--- src/rtl/zeroheti_obi_apb_bridge.sv ---
// OBI subordinate to APB4 manager bridge for the peripheral window.
// Accepts one OBI request at a time, decodes it onto one of NumApbSbrs
// APB subordinates, runs SETUP/ACCESS and returns a single OBI response.
// Unmapped addresses and peripherals that never raise PREADY get an error.
module zeroheti_obi_apb_bridge #(
  parameter logic [31:0] BaseAddr      = 32'h0003_0000,
  parameter int unsigned NumApbSbrs    = 4,
  parameter logic [31:0] SbrSize       = 32'h0000_1000,
  parameter int unsigned TimeoutCycles = 255
) (
  input  logic                     clk_i,
  input  logic                     rst_ni,
  input  logic                     obi_req_i,
  output logic                     obi_gnt_o,
  input  logic [31:0]              obi_addr_i,
  input  logic                     obi_we_i,
  input  logic [3:0]               obi_be_i,
  input  logic [31:0]              obi_wdata_i,
  output logic                     obi_rvalid_o,
  output logic [31:0]              obi_rdata_o,
  output logic                     obi_err_o,
  output logic [NumApbSbrs-1:0]    psel_o,
  output logic                     penable_o,
  output logic                     pwrite_o,
  output logic [31:0]              paddr_o,
  output logic [31:0]              pwdata_o,
  output logic [3:0]               pstrb_o,
  output logic [2:0]               pprot_o,
  input  logic [NumApbSbrs*32-1:0] prdata_i,
  input  logic [NumApbSbrs-1:0]    pready_i,
  input  logic [NumApbSbrs-1:0]    pslverr_i
);

  localparam int unsigned SbrShift    = $clog2(SbrSize);
  localparam int unsigned IdxW        = (NumApbSbrs > 1) ? $clog2(NumApbSbrs) : 1;
  localparam logic [32:0] WinSize     = 33'(NumApbSbrs) * {1'b0, SbrSize};
  localparam logic [31:0] OffsMask    = (SbrSize - 32'd1) & ~32'h3;
  localparam logic [31:0] TimeoutLast = 32'(TimeoutCycles - 1);

  typedef enum logic [1:0] {
    IDLE,
    SETUP,
    ACCESS,
    RESP
  } state_e;

  state_e state_q, state_d;

  logic            we_q;
  logic [3:0]      be_q;
  logic [31:0]     wdata_q;
  logic [IdxW-1:0] idx_q;
  logic [31:0]     paddr_q;
  logic            mapped_q;
  logic [31:0]     rdata_q;
  logic            err_q;
  logic [31:0]     cnt_q;

  logic [32:0]     dec_offs;
  logic [32:0]     dec_shifted;
  logic            dec_mapped;
  logic [IdxW-1:0] dec_idx;
  logic [31:0]     dec_paddr;

  logic            sel_ready;
  logic            sel_err;
  logic [31:0]     sel_rdata;
  logic            timeout_hit;
  logic            handshake;

  // Address decode, done in 33 bits so addresses near 2^32 cannot wrap into the window
  assign dec_offs    = {1'b0, obi_addr_i} - {1'b0, BaseAddr};
  assign dec_mapped  = (obi_addr_i >= BaseAddr) && (dec_offs < WinSize);
  assign dec_shifted = dec_offs >> SbrShift;
  assign dec_idx     = dec_shifted[IdxW-1:0];
  assign dec_paddr   = dec_offs[31:0] & OffsMask;

  // Only the currently selected subordinate's handshake signals matter
  assign sel_ready   = pready_i[idx_q];
  assign sel_err     = pslverr_i[idx_q];
  assign sel_rdata   = prdata_i[32'(idx_q) * 32 +: 32];
  assign timeout_hit = (TimeoutCycles != 0) && (cnt_q == TimeoutLast);
  assign handshake   = obi_gnt_o;
  assign pprot_o     = 3'b000;

  // State register
  always_ff @(posedge clk_i or negedge rst_ni) begin
    if (!rst_ni) begin
      state_q <= IDLE;
    end else begin
      state_q <= state_d;
    end
  end

  // Next-state logic and all bus outputs; grant is masked while reset is held
  always_comb begin
    state_d      = state_q;
    obi_gnt_o    = 1'b0;
    obi_rvalid_o = 1'b0;
    obi_rdata_o  = 32'h0;
    obi_err_o    = 1'b0;
    psel_o       = '0;
    penable_o    = 1'b0;
    pwrite_o     = 1'b0;
    paddr_o      = 32'h0;
    pwdata_o     = 32'h0;
    pstrb_o      = 4'b0000;
    case (state_q)
      IDLE: begin
        obi_gnt_o = obi_req_i && rst_ni;
        if (obi_gnt_o) begin
          state_d = dec_mapped ? SETUP : RESP;
        end
      end
      SETUP, ACCESS: begin
        psel_o[idx_q] = mapped_q;
        penable_o     = (state_q == ACCESS);
        pwrite_o      = we_q;
        paddr_o       = paddr_q;
        pwdata_o      = wdata_q;
        pstrb_o       = we_q ? be_q : 4'b0000;
        if (state_q == SETUP) begin
          state_d = ACCESS;
        end else if (sel_ready || timeout_hit) begin
          state_d = RESP;
        end
      end
      RESP: begin
        obi_rvalid_o = 1'b1;
        obi_rdata_o  = rdata_q;
        obi_err_o    = err_q;
        state_d      = IDLE;
      end
      default: state_d = IDLE;
    endcase
  end

  // Request latches on the handshake, response capture at the end of ACCESS
  always_ff @(posedge clk_i or negedge rst_ni) begin
    if (!rst_ni) begin
      we_q     <= 1'b0;
      be_q     <= 4'b0000;
      wdata_q  <= 32'h0;
      idx_q    <= '0;
      paddr_q  <= 32'h0;
      mapped_q <= 1'b0;
      rdata_q  <= 32'h0;
      err_q    <= 1'b0;
    end else if (state_q == IDLE && handshake) begin
      we_q     <= obi_we_i;
      be_q     <= obi_be_i;
      wdata_q  <= obi_wdata_i;
      idx_q    <= dec_idx;
      paddr_q  <= dec_paddr;
      mapped_q <= dec_mapped;
      rdata_q  <= 32'h0;
      err_q    <= !dec_mapped;
    end else if (state_q == ACCESS) begin
      if (sel_ready) begin
        rdata_q <= we_q ? 32'h0 : sel_rdata;
        err_q   <= sel_err;
      end else if (timeout_hit) begin
        rdata_q <= 32'h0;
        err_q   <= 1'b1;
      end
    end
  end

  // Wait-state counter, runs only while in ACCESS
  always_ff @(posedge clk_i or negedge rst_ni) begin
    if (!rst_ni) begin
      cnt_q <= 32'h0;
    end else if (state_q == ACCESS) begin
      cnt_q <= cnt_q + 32'd1;
    end else begin
      cnt_q <= 32'h0;
    end
  end

endmodule

--- config.mk ---
export PLATFORM = sky130hd
export DESIGN_NAME = zeroheti_obi_apb_bridge
export DESIGN_NICKNAME = d
export VERILOG_FILES = /design/src/rtl/zeroheti_obi_apb_bridge.sv
export SDC_FILE = /design/constraint.sdc
export NUM_CORES = 1
export LEC_CHECK = 0
export ABC_CLOCK_PERIOD_IN_PS = 2900
export BUFFER_PORTS_ARGS = -buffer_cell sky130_fd_sc_hd__buf_2
export CORE_UTILIZATION = 35
export CTS_CLUSTER_DIAMETER = 200
export DETAILED_ROUTE_END_ITERATION = 16
export GPL_TIMING_DRIVEN = 0
export SYNTH_ARGS = -nofsm -noshare
export SYNTH_HDL_FRONTEND = slang
export SYNTH_SLANG_ARGS = --single-unit
export TNS_END_PERCENT = 30
--- constraint.sdc ---
create_clock -name clk_i -period 2.9 [get_ports clk_i]
set_clock_uncertainty 0.2 [all_clocks]
set_input_delay 0.435 -clock clk_i [delete_from_list [all_inputs] [get_ports clk_i]]
set_output_delay 0.435 -clock clk_i [all_outputs]
set_load 0.03 [all_outputs]
==> flow_metrics.py <==
metrics = {
    "clock_tree": {
        "numClockSinks": 117,
        "cts-root-buf": "clkbuf_16",
        "clockBufferDepth": 2,
        "clock_latency_ps": 410,
        "htreeDepth": 4,
        "path_clk_slew_ps": 50,
        "cts_tree": "yes",
        "cts_buffers": 17,
        "post-cts-setup-buffers": 0,
    },
    "synthesis": {
        "netlist_top_cells_area": "dfrtp_1 (44%), mux4_2 (12%), nand2_1 (9.5%)",
        "synth_top_area_share_pct": 44.4,
        "synth_xor_area_share_pct": 2.79,
        "synth_top_flop_cell": "dfrtp_1",
        "synth_top_area_cell": "dfrtp_1",
        "syn_avg_cell_area_sq_um": 9.87,
        "synth-compound-area-share_pct": 6.30,
        "synth_top_family_by_area": "simple AND/OR/NAND/NOR gates",
        "synth_cell_type_count": 47,
        "muxShareOfSynthArea_pct": 12.5,
        "syn_area_sq_um": 6600,
        "syn_inst": 668,
        "yosys.area_share.simple_pct": 26.4,
        "synth-seq-cells": 117,
        "seq_area_frac_synth_pct": 44.4,
        "synthArstFlopShare_pct": 100,
        "synth_fa_ha_area_share_pct": 1.71,
        "ys_warn_count": 0,
        "synth_edf_count": 0,
    },
    "placed_design": {
        "place.port_buffers": 292,
        "place_area_sq_um": 8470,
        "dpl.hpwl_mm": 15.3,
        "dp_cells": 1214,
        "gp_congestion": 0.829,
    },
    "timing": {
        "finalHoldViolations": 0,
        "max_slew_margin_pct": 36.2,
        "finalSetupViolCount": 0,
        "post-route-period-util_pct": 95.4,
        "fin_hold_ws_ps": 10.8,
        "finalMaxSlewViolations": 0,
        "fmax_ghz": 0.362,
        "period_needed_ps": 2770,
        "worstMarginPinSlew_ps": 944,
        "rsz0062_at_grt": "false",
    },
    "die": {
        "core_sq_um": 18200,
        "rows": 49,
        "fp.dieH_um": 139,
        "die_x_um": 139,
        "die_area_sq_um": 19400,
        "io_pins": 320,
        "initial_utilization_pct": 36.2,
    },
    "layout": {
        "fin_nets": 1244,
        "seq_area_sq_um": 2930,
        "stdcell_count": 1270,
        "design_area_sq_um": 9300,
        "num-fill-cells": 1746,
        "drive_above_1_share_pct": 38.9,
        "area_growth_pct": 41.1,
        "multi_input_area_sq_um": 3370,
    },
    "routing": {
        "drt_iter0_markers": 242,
        "wl_per_cell_um": 15.9,
        "first_pass_iters": 4,
        "ant_nets": 0,
        "route.vias.total": 6081,
        "routed_via_density": 4.79,
        "route.detailed.drc": 0,
        "finalWirelength_mm": 20.2,
    },
    "power": {
        "p_per_area_nw_per_um2": 966,
        "pwr-share-comb_pct": 50.2,
        "clkPwrFrac_pct": 22.6,
        "power.internal_uw": 5170,
        "switching_power_uw": 3820,
        "p_sw_share_pct": 42.5,
        "ir_drop_mv": 0.572,
        "p_leak_uw": 0.00482,
        "seqPwrFrac_pct": 27.2,
    },
    "critical_path": {
        "rrSetupSlack_ps": 230,
        "critPathKind": "register to primary output",
        "crit_path_start_kind": "register",
        "required_ps": 2270,
        "end_kind": "primary output",
        "path_max_fanout": 18,
        "worst_ep_arrival_time_ps": 2130,
    },
    "global_routing": {
        "grt_pass1_wl_mm": 32.4,
        "overflow": 0,
        "grt_usage_pct": 21.5,
        "grt_pass1_vias": 6235,
        "grt_max_degree": 67,
        "grt_antenna_before_repair": 1,
    },
    "flow_run": {
        "max-cap-violations": 0,
    },
    "status": {
        "status": "finished, final reports clean",
    },
    "worst_hold_path": {
        "hp-class": "primary input to register",
    },
}
-- final cells by class --
class	count	share of cell area, %
multi-input combinational	501	36.3
sequential	117	31.5
timing repair buffer	317	18.8
clock buffer	22	4.99
buffer	61	3.70
tap	229	3.08
clock inverter	10	1.13
inverter	12	0.484
antenna	1	0.0269
-- metal layers --
| layer | part of all wire, % | vias up | GRT usage (%) |
|---|---|---|---|
| met4 | 1.3 | 0 | 6.61 |
| met3 | 7.9 | 22 | 6.85 |
| met1 | 41 | 2881 | 25.8 |
| li1 | - | 2956 | - |
| met2 | 49 | 222 | 36.5 |
| met5 | 0 | - | 0 |
-- through the flow --
step / setup TNS (ps) / total power, uW / worst slack [ps] / util [%]
after floorplan: 0 / 5580 / 499 / -
after global placement: -217390 / 6930 / -2400 / 46.3
after CTS: 0 / 9090 / 50.3 / 51.0
after global routing: 0 / 9590 / 1.57 / 51.1
final: 0 / 8990 / 134 / 51.1
after detailed placement: -121 / 6960 / -121 / 46.5
-- layout by cell type, fill, tap and decap left out, types with 5 or more instances in the layout --
cell type,n
a21oi_1,7
a22o_1,32
and2_1,83
and3_1,5
buf_1,5
buf_2,299
buf_4,26
clkbuf_1,21
clkbuf_16,17
clkinv_2,6
conb_1,25
dfrtp_1,117
dlygate4sd3_1,23
ha_1,8
inv_1,9
mux2i_1,5
mux4_2,34
nand2_1,167
nand3_1,14
nand4_1,15
nor2_1,31
nor3_1,7
nor4_1,7
o21ai_0,6
xnor2_1,6
xor2_1,15
-- cells by family after synthesis --
group           after synthesis
simple gates                353
xor+xnor                     21
mux                          40
buf+inv                      74
compound gates               53
other cells                   1
fa+ha+maj                     9
flops                       117
-- worst paths after layout --
path / from / to / depth (start not counted)
min: obi_wdata_i[5] / wdata_q[5] / 3
max reg2reg: state_q[1] / rdata_q[5] / 7
max in group asynchronous: rst_ni / rdata_q[0] / 3
max: state_q[0] / obi_gnt_o / 5
min in group asynchronous: rst_ni / paddr_q[10] / 3
min reg2reg: paddr_q[3] / paddr_q[3] / 2
-- state kept, by name, summed over array words and instances, names as in the netlist --
signal,count
state_q,2
mapped_q,1
paddr_q,10
be_q,4
cnt_q,32
err_q,1
rdata_q,32
wdata_q,32
idx_q,2
we_q,1
-- cells in the mapped netlist (all sizes together), types with 2 or more instances --
| cell type | count |
|---|---|
| nor4b | 2 |
| o31ai | 3 |
| and2 | 84 |
| o21ai | 6 |
| ha | 9 |
| or4 | 2 |
| nand4 | 15 |
| clkbuf | 22 |
| nor2 | 32 |
| inv | 11 |
| nand3 | 15 |
| and4 | 4 |
| xnor2 | 6 |
| nand2 | 167 |
| dfrtp | 117 |
| nand2b | 4 |
| a21oi | 7 |
| nor3 | 8 |
| mux2i | 5 |
| or3 | 4 |
| a22o | 32 |
| buf | 40 |
| xor2 | 15 |
| nor4 | 8 |
| mux4 | 34 |
| and3 | 5 |
-- power by group through the flow --
| stage | registers (uW) | clock network, uW | logic, uW |
|---|---|---|---|
| global route | 2520 | 2150 | 4920 |
| CTS | 2440 | 2080 | 4560 |
| global placement | 2450 | 0 | 4480 |
| detailed placement | 2460 | 0 | 4500 |
| floorplan | 2370 | 0 | 3210 |
| finish | 2440 | 2030 | 4520 |
-- critical path, cell delays in order, from the launching register on --
cell	delay [ps]
dfrtp_1	400
inv_1	150
ha_1	190
nand3_1	290
inv_2	400
buf_2	280
-- timing repair --
action / CTS / global route
pin swaps: 0 / 0
hold buffers: 24 / 0
endpoints found under the setup margin: 13 / 13
hold endpoints to repair: 73 / 0
gates resized for setup: 3 / 5
No activity file was read; power rests on OpenSTA's default activity.
